==> config.mk <==
export PLATFORM = sky130hd
export DESIGN_NAME = expander_graph_edge_sched
export DESIGN_NICKNAME = d
export VERILOG_FILES = /design/src/rtl/expander_graph_pkg.sv /design/src/rtl/expander_graph_edge_fifo.sv /design/src/rtl/expander_graph_edge_sched.sv
export SDC_FILE = /design/constraint.sdc
export NUM_CORES = 1
export LEC_CHECK = 0
export CORE_ASPECT_RATIO = 1.1
export CORE_MARGIN = 5
export CORE_UTILIZATION = 40
export DETAILED_ROUTE_END_ITERATION = 16
export RECOVER_POWER = 50
export SYNTH_ARGS = -nofsm -noshare
export SYNTH_HDL_FRONTEND = slang
export SYNTH_SLANG_ARGS = --single-unit
==> constraint.sdc <==
create_clock -name clk -period 9.99 [get_ports clk]
set_input_delay 0.999 -clock clk [delete_from_list [all_inputs] [get_ports clk]]
set_output_delay 0.999 -clock clk [all_outputs]
set_load 0.02 [all_outputs]
==> src/rtl/expander_graph_pkg.sv <==
// Shared types for the expander-graph encoding stage: scheduler states,
// the edge record carried to the datapath and the output buffer depth.
package expander_graph_pkg;

    typedef enum logic [1:0] {
        DMA_IDLE = 2'd0,
        DMA_INIT = 2'd1,
        DMA_EXEC = 2'd2,
        DMA_DONE = 2'd3
    } expander_graph_state_e;

    localparam int EG_OUT_FIFO_DEPTH = 2;
    localparam int EG_IDX_W          = 20;
    localparam int EG_ROWS_W         = 16;

    // One edge as seen by the datapath. Field widths follow the package
    // constants, which match the scheduler's default parameters.
    typedef struct packed {
        logic [EG_IDX_W-1:0]  idx;
        logic [EG_ROWS_W-1:0] row;
        logic                 first;
        logic                 last;
    } eg_edge_t;

    // A new read may be issued only if every edge already committed
    // (buffered plus in flight, minus the one leaving this cycle) still
    // leaves room in the output FIFO when the read data comes back.
    function automatic logic eg_can_issue(input logic [1:0] fifo_count,
                                          input logic       inflight,
                                          input logic       pop);
        logic [2:0] occ;
        occ = {1'b0, fifo_count} + {2'b00, inflight};
        return (occ < (3'd2 + {2'b00, pop}));
    endfunction

endpackage

==> src/rtl/expander_graph_edge_fifo.sv <==
// Two-entry output buffer of edge records. Push and pop may happen in the
// same cycle, including when full; the head entry is held in a register so
// the datapath view stays stable while it stalls.
module expander_graph_edge_fifo
    import expander_graph_pkg::*;
(
    input  logic       clk,
    input  logic       rst,
    input  logic       push_i,
    input  eg_edge_t   push_data_i,
    input  logic       pop_i,
    output eg_edge_t   head_o,
    output logic       valid_o,
    output logic [1:0] count_o
);

    eg_edge_t   mem_r [EG_OUT_FIFO_DEPTH];
    logic       rd_ptr_r;
    logic       wr_ptr_r;
    logic [1:0] count_r;
    logic       push_ok_s;
    logic       pop_ok_s;

    // Qualify push/pop against current occupancy; a push into a full
    // buffer is only taken when the head leaves in the same cycle.
    always_comb begin
        pop_ok_s  = 1'b0;
        push_ok_s = 1'b0;
        if (pop_i && (count_r != 2'd0)) begin
            pop_ok_s = 1'b1;
        end else begin
            pop_ok_s = 1'b0;
        end
        if (push_i && ((count_r != 2'd2) || pop_ok_s)) begin
            push_ok_s = 1'b1;
        end else begin
            push_ok_s = 1'b0;
        end
    end

    // Storage, pointers and occupancy.
    always_ff @(posedge clk or posedge rst) begin
        if (rst) begin
            mem_r[0] <= '0;
            mem_r[1] <= '0;
            rd_ptr_r <= 1'b0;
            wr_ptr_r <= 1'b0;
            count_r  <= 2'd0;
        end else begin
            if (push_ok_s) begin
                mem_r[wr_ptr_r] <= push_data_i;
                wr_ptr_r        <= ~wr_ptr_r;
            end
            if (pop_ok_s) begin
                rd_ptr_r <= ~rd_ptr_r;
            end
            case ({push_ok_s, pop_ok_s})
                2'b10:   count_r <= count_r + 2'd1;
                2'b01:   count_r <= count_r - 2'd1;
                default: count_r <= count_r;
            endcase
        end
    end

    assign head_o  = mem_r[rd_ptr_r];
    assign valid_o = (count_r != 2'd0);
    assign count_o = count_r;

endmodule

==> src/rtl/expander_graph_edge_sched.sv <==
// Edge scheduler: on start, walks the edge list row by row, reads each
// neighbour index from edge memory and streams it, tagged with its row and
// first/last markers, to the encoding datapath at up to one edge per cycle.
module expander_graph_edge_sched
    import expander_graph_pkg::*;
#(
    parameter int ROWS_W = EG_ROWS_W,
    parameter int DEG_W  = 6,
    parameter int IDX_W  = EG_IDX_W,
    parameter int ADDR_W = 24
) (
    input  logic              clk,
    input  logic              rst,
    input  logic              start_i,
    input  logic [ROWS_W-1:0] num_rows_i,
    input  logic [DEG_W-1:0]  degree_i,
    input  logic [ADDR_W-1:0] base_addr_i,
    output logic              busy_o,
    output logic              done_o,
    output logic              em_rd_en_o,
    output logic [ADDR_W-1:0] em_rd_addr_o,
    input  logic [IDX_W-1:0]  em_rd_data_i,
    output logic              dp_valid_o,
    input  logic              dp_ready_i,
    output logic [IDX_W-1:0]  dp_idx_o,
    output logic [ROWS_W-1:0] dp_row_o,
    output logic              dp_first_o,
    output logic              dp_last_o
);

    expander_graph_state_e state_r;
    expander_graph_state_e state_nxt_s;

    logic [ROWS_W-1:0] rows_r;
    logic [DEG_W-1:0]  deg_r;
    logic [ADDR_W-1:0] addr_r;
    logic [ROWS_W-1:0] row_cnt_r;
    logic [DEG_W-1:0]  edge_cnt_r;
    logic              issue_done_r;

    logic              infl_valid_r;
    logic [ROWS_W-1:0] infl_row_r;
    logic              infl_first_r;
    logic              infl_last_r;

    eg_edge_t          push_edge_s;
    eg_edge_t          head_s;
    logic              fifo_valid_s;
    logic [1:0]        fifo_count_s;
    logic              pop_s;
    logic              rd_en_s;
    logic              edge_last_s;
    logic              row_last_s;
    logic              zero_work_s;
    logic              drained_s;

    // Issue-side decode: end-of-row / end-of-list and the read strobe.
    always_comb begin
        pop_s       = fifo_valid_s && dp_ready_i;
        edge_last_s = (edge_cnt_r == (deg_r - {{(DEG_W-1){1'b0}}, 1'b1}));
        row_last_s  = (row_cnt_r == (rows_r - {{(ROWS_W-1){1'b0}}, 1'b1}));
        zero_work_s = (rows_r == {ROWS_W{1'b0}}) || (deg_r == {DEG_W{1'b0}});
        // Buffer empties this cycle: nothing arriving and at most the head leaving.
        drained_s   = !infl_valid_r && (fifo_count_s == {1'b0, pop_s});
        if ((state_r == DMA_EXEC) && !issue_done_r) begin
            rd_en_s = eg_can_issue(fifo_count_s, infl_valid_r, pop_s);
        end else begin
            rd_en_s = 1'b0;
        end
    end

    // Scheduler state register.
    always_ff @(posedge clk or posedge rst) begin
        if (rst) begin
            state_r <= DMA_IDLE;
        end else begin
            state_r <= state_nxt_s;
        end
    end

    // Next-state logic.
    always_comb begin
        state_nxt_s = state_r;
        case (state_r)
            DMA_IDLE: begin
                if (start_i) begin
                    state_nxt_s = DMA_INIT;
                end else begin
                    state_nxt_s = DMA_IDLE;
                end
            end
            DMA_INIT: begin
                if (zero_work_s) begin
                    state_nxt_s = DMA_DONE;
                end else begin
                    state_nxt_s = DMA_EXEC;
                end
            end
            DMA_EXEC: begin
                if (issue_done_r && drained_s) begin
                    state_nxt_s = DMA_DONE;
                end else begin
                    state_nxt_s = DMA_EXEC;
                end
            end
            DMA_DONE: state_nxt_s = DMA_IDLE;
            default:  state_nxt_s = DMA_IDLE;
        endcase
    end

    // Configuration capture, row/edge counters and running read address.
    // The address simply increments per read, which yields base + r*degree + e
    // without a multiplier and wraps modulo 2^ADDR_W.
    always_ff @(posedge clk or posedge rst) begin
        if (rst) begin
            rows_r       <= {ROWS_W{1'b0}};
            deg_r        <= {DEG_W{1'b0}};
            addr_r       <= {ADDR_W{1'b0}};
            row_cnt_r    <= {ROWS_W{1'b0}};
            edge_cnt_r   <= {DEG_W{1'b0}};
            issue_done_r <= 1'b0;
        end else if ((state_r == DMA_IDLE) && start_i) begin
            rows_r <= num_rows_i;
            deg_r  <= degree_i;
            addr_r <= base_addr_i;
        end else if (state_r == DMA_INIT) begin
            row_cnt_r    <= {ROWS_W{1'b0}};
            edge_cnt_r   <= {DEG_W{1'b0}};
            issue_done_r <= 1'b0;
        end else if (rd_en_s) begin
            addr_r <= addr_r + {{(ADDR_W-1){1'b0}}, 1'b1};
            if (edge_last_s) begin
                edge_cnt_r <= {DEG_W{1'b0}};
                if (row_last_s) begin
                    issue_done_r <= 1'b1;
                end else begin
                    row_cnt_r <= row_cnt_r + {{(ROWS_W-1){1'b0}}, 1'b1};
                end
            end else begin
                edge_cnt_r <= edge_cnt_r + {{(DEG_W-1){1'b0}}, 1'b1};
            end
        end
    end

    // In-flight tag register: follows the single outstanding read so its
    // tags meet the memory data one cycle later. Cleared by reset, so data
    // returning for a read cut off by reset is never pushed.
    always_ff @(posedge clk or posedge rst) begin
        if (rst) begin
            infl_valid_r <= 1'b0;
            infl_row_r   <= {ROWS_W{1'b0}};
            infl_first_r <= 1'b0;
            infl_last_r  <= 1'b0;
        end else begin
            infl_valid_r <= rd_en_s;
            if (rd_en_s) begin
                infl_row_r   <= row_cnt_r;
                infl_first_r <= (edge_cnt_r == {DEG_W{1'b0}});
                infl_last_r  <= edge_last_s;
            end
        end
    end

    // Join returning data with its tags.
    always_comb begin
        push_edge_s       = '0;
        push_edge_s.idx   = em_rd_data_i;
        push_edge_s.row   = infl_row_r;
        push_edge_s.first = infl_first_r;
        push_edge_s.last  = infl_last_r;
    end

    expander_graph_edge_fifo u_fifo (
        .clk         (clk),
        .rst         (rst),
        .push_i      (infl_valid_r),
        .push_data_i (push_edge_s),
        .pop_i       (pop_s),
        .head_o      (head_s),
        .valid_o     (fifo_valid_s),
        .count_o     (fifo_count_s)
    );

    assign busy_o       = (state_r != DMA_IDLE);
    assign done_o       = (state_r == DMA_DONE);
    assign em_rd_en_o   = rd_en_s;
    assign em_rd_addr_o = addr_r;
    assign dp_valid_o   = fifo_valid_s;
    assign dp_idx_o     = head_s.idx;
    assign dp_row_o     = head_s.row;
    assign dp_first_o   = head_s.first;
    assign dp_last_o    = head_s.last;

endmodule

==> impl_metrics.py <==
metrics = {
    "run_status": {
        "status": "finished, violations left",
        "violations": "max-capacitance violations, max-slew violations",
    },
    "setup_path": {
        "arrival_ns": 4.07,
        "slowest_delay_ns": 0.90,
        "cp.required_ns": 8.99,
        "critPathMaxFanout": 25,
        "endpoint_kind": "output pin",
        "worst_setup_path_start_kind": "input pin",
        "path_class": "in2out",
        "crit_path_cell_trace": "dlygate4sd3_1 -> o21ai_0 -> o21a_1 -> or2_0 -> inv_1 -> clkdlybuf4s50_1",
        "slowest_stage": "or2_0",
    },
    "sta": {
        "setup_violations": 0,
        "fmaxAchievable_mhz": 197,
        "max_slew_margin": -2.29,
        "setup-tns-final_ns": 0,
        "drv_slew": 148,
        "worstMarginPinSlew_ns": 4.91,
        "rsz0062_at_grt": "no",
        "clock_skew_ns": 0.0113,
        "finalHoldViolCount": 0,
        "fin_crit_sh": 0.507,
        "min_period_ns": 5.07,
    },
    "pwr": {
        "peakVddDrop_mv": 0.126,
        "power_leakage_nw": 4.73,
        "p_per_area_nw_per_um2": 256,
        "finalPower_w": 0.00276,
    },
    "finish": {
        "final_cell_mix": "dfrtp_1, mux2_2, clkdlybuf4s50_1, nand2_1, nor2_1",
        "antenna_cells": 0,
        "layout.nets": 1003,
        "drive_gt1_frac": 0.192,
        "synthToLayoutAreaGrowth_pct": 24.6,
        "final_common_cell": "dfrtp_1",
    },
    "clocking": {
        "h-tree-depth": 4,
        "cts_tree": "done",
        "cts_buffer_depth": 2,
        "ctsResizeCount": 0,
        "clk_pin_slew_ns": 0.06,
        "cts-root-buf": "clkbuf_16",
        "postCtsSetupBuffers": 0,
        "cts-buffers-inserted": 17,
        "clk_latency_ns": 0.43,
        "hold_buffers": 0,
        "clock-sinks": 170,
    },
    "floorplanning": {
        "start_util": 0.407,
        "rows": 56,
        "die-width_um": 150,
        "io_pins": 136,
        "fp.coreArea_sq_um": 21300,
        "die_area_sq_um": 24700,
        "die_h_um": 164,
    },
    "routing": {
        "drc": 0,
        "ant_nets": 0,
        "routed_via_density": 5.12,
        "wl_um": 19200,
        "drtIter0Drc": 263,
        "wl_per_cell_um": 15.7,
        "num_vias": 6248,
        "dr.pass1.iters": 5,
    },
    "hold_path": {
        "worst_hold_path_type": "reg2reg",
    },
    "yosys": {
        "synth_edf_count": 0,
        "synth_cell_types": 66,
        "syn_avg_cell_area_sq_um": 10.8,
        "syn_area_sq_um": 8660,
        "synthesis.nets": 887,
        "yosys_warnings": 0,
        "netlist.area_leader.share": 0.491,
        "ys_seq_area_frac": 0.491,
        "async_reset_ff_frac": 1.00,
        "ys_top_cells_by_area": "dfrtp_1, mux2_2, nand2_1",
        "synthCells": 803,
        "synth-seq-cells": 170,
        "synth_area_leader_cell": "dfrtp_1",
        "ys.flop_type": "dfrtp_1",
    },
    "global_routing": {
        "grt.total_usage": 0.162,
        "grt_pass1_wl_um": 32200,
        "grt_max_degree": 109,
        "antenna_found_initial": 0,
        "grt_overflow": 0,
        "grt_pass1_vias": 6197,
    },
    "placed_design": {
        "portBuffers": 135,
        "place_congestion": 0.805,
        "hpwl_um": 13200,
    },
    "run": {
        "drv_cap": 2,
    },
}
metal layers:
layer,share of wire,vias to the layer above,routed length (um),track usage
li1,-,3082,-,-
met1,0.47,3024,9010,0.226
met2,0.48,122,9210,0.256
met3,0.039,20,745,0.0292
met4,0.013,0,247,0.0507
met5,0,-,0,0
report_power, final:
group / switching, W / total [W] / internal, W
clock: 0.000280 / 0.000638 / 0.000358
sequential: 0.000157 / 0.00102 / 0.000864
combinational: 0.000534 / 0.00110 / 0.000568
total: 0.000972 / 0.00276 / 0.00179
logic make-up (layout without fill, tap and decap cells):
family | count (synthesis) | in the layout | share of synthesized area
and+or+nand+nor | 256 | 256 | 0.147
DFF | 170 | 170 | 0.491
muxes | 135 | 135 | 0.175
AOI/OAI and AO/OA | 107 | 107 | 0.0809
buffers and inverters | 66 | 194 | 0.0306
xor gates and xnor gates | 55 | 55 | 0.0556
adders and majority gates | 14 | 14 | 0.0202
stage by stage:
| step | util | setup WS [ns] | std cells | hold WS (ns) | area (sq um) |
|---|---|---|---|---|---|
| after floorplan | - | 4.39 | 803 | 0.458 | 8660 |
| after global placement | 0.481 | 5.46 | 1190 | 0.483 | 10300 |
| after detailed placement | 0.481 | 5.40 | 1190 | 0.487 | 10300 |
| after CTS | 0.508 | 5.38 | 1221 | 0.504 | 10800 |
| after global routing | 0.507 | 3.95 | 1221 | 0.512 | 10800 |
| final | 0.507 | 4.92 | 1221 | 0.502 | 10800 |
cell usage after synthesis (6+ instances only):
master,instances
dfrtp_1,170
mux2_2,129
nand2_1,92
nor2_1,51
a21oi_1,32
xor2_1,31
clkbuf_1,30
nand3_1,24
o21ai_0,24
xnor2_1,24
inv_1,22
nor3_1,17
ha_1,14
and3_1,12
nand4_1,8
nor4_1,8
a31o_1,7
buf_1,7
mux2i_1,6
nor2b_1,6
state kept, by name, summed over array words and instances, names as in the netlist:
register	count
deg_r	6
edge_cnt_r	6
em_rd_addr_o	24
infl_first_r	1
infl_last_r	1
infl_row_r	16
infl_valid_r	1
issue_done_r	1
row_cnt_r	16
rows_r	16
state_r	2
u_fifo.count_o	2
u_fifo.mem_r	76
u_fifo.rd_ptr_r	1
u_fifo.wr_ptr_r	1
area by class of cell:
cell class / count / area, sq um
repair buffers: 141 / 1390
flip-flops and latches: 170 / 4260
clock buffers: 19 / 453
clock inverters: 12 / 114
inverters: 22 / 83.8
well taps: 290 / 363
multi-input cells: 567 / 4140
fillers: 2001 / 10500
final timing paths:
| path | startpoint | to | slack [ns] | cells past startpoint |
|---|---|---|---|---|
| worst max-delay path | dp_ready_i | em_rd_en_o | 4.92 | 6 |
| worst min-delay path | u_fifo.mem_r[67] | u_fifo.mem_r[67] | 0.50 | 1 |
| min in group asynchronous | rst | u_fifo.mem_r[72] | 2.56 | 2 |
| worst min register to register | u_fifo.mem_r[67] | u_fifo.mem_r[67] | 0.50 | 1 |
| max in group asynchronous | rst | u_fifo.rd_ptr_r | 5.03 | 2 |
| worst max register to register | u_fifo.count_o[0] | edge_cnt_r[2] | 6.25 | 8 |
worst max-delay path, delay by kind of cell:
family          cells  cell delay (ns)
simple gates        1             0.90
buf+inv             3             1.82
compound gates      2             0.33
Power figures use the tool's default switching activity.
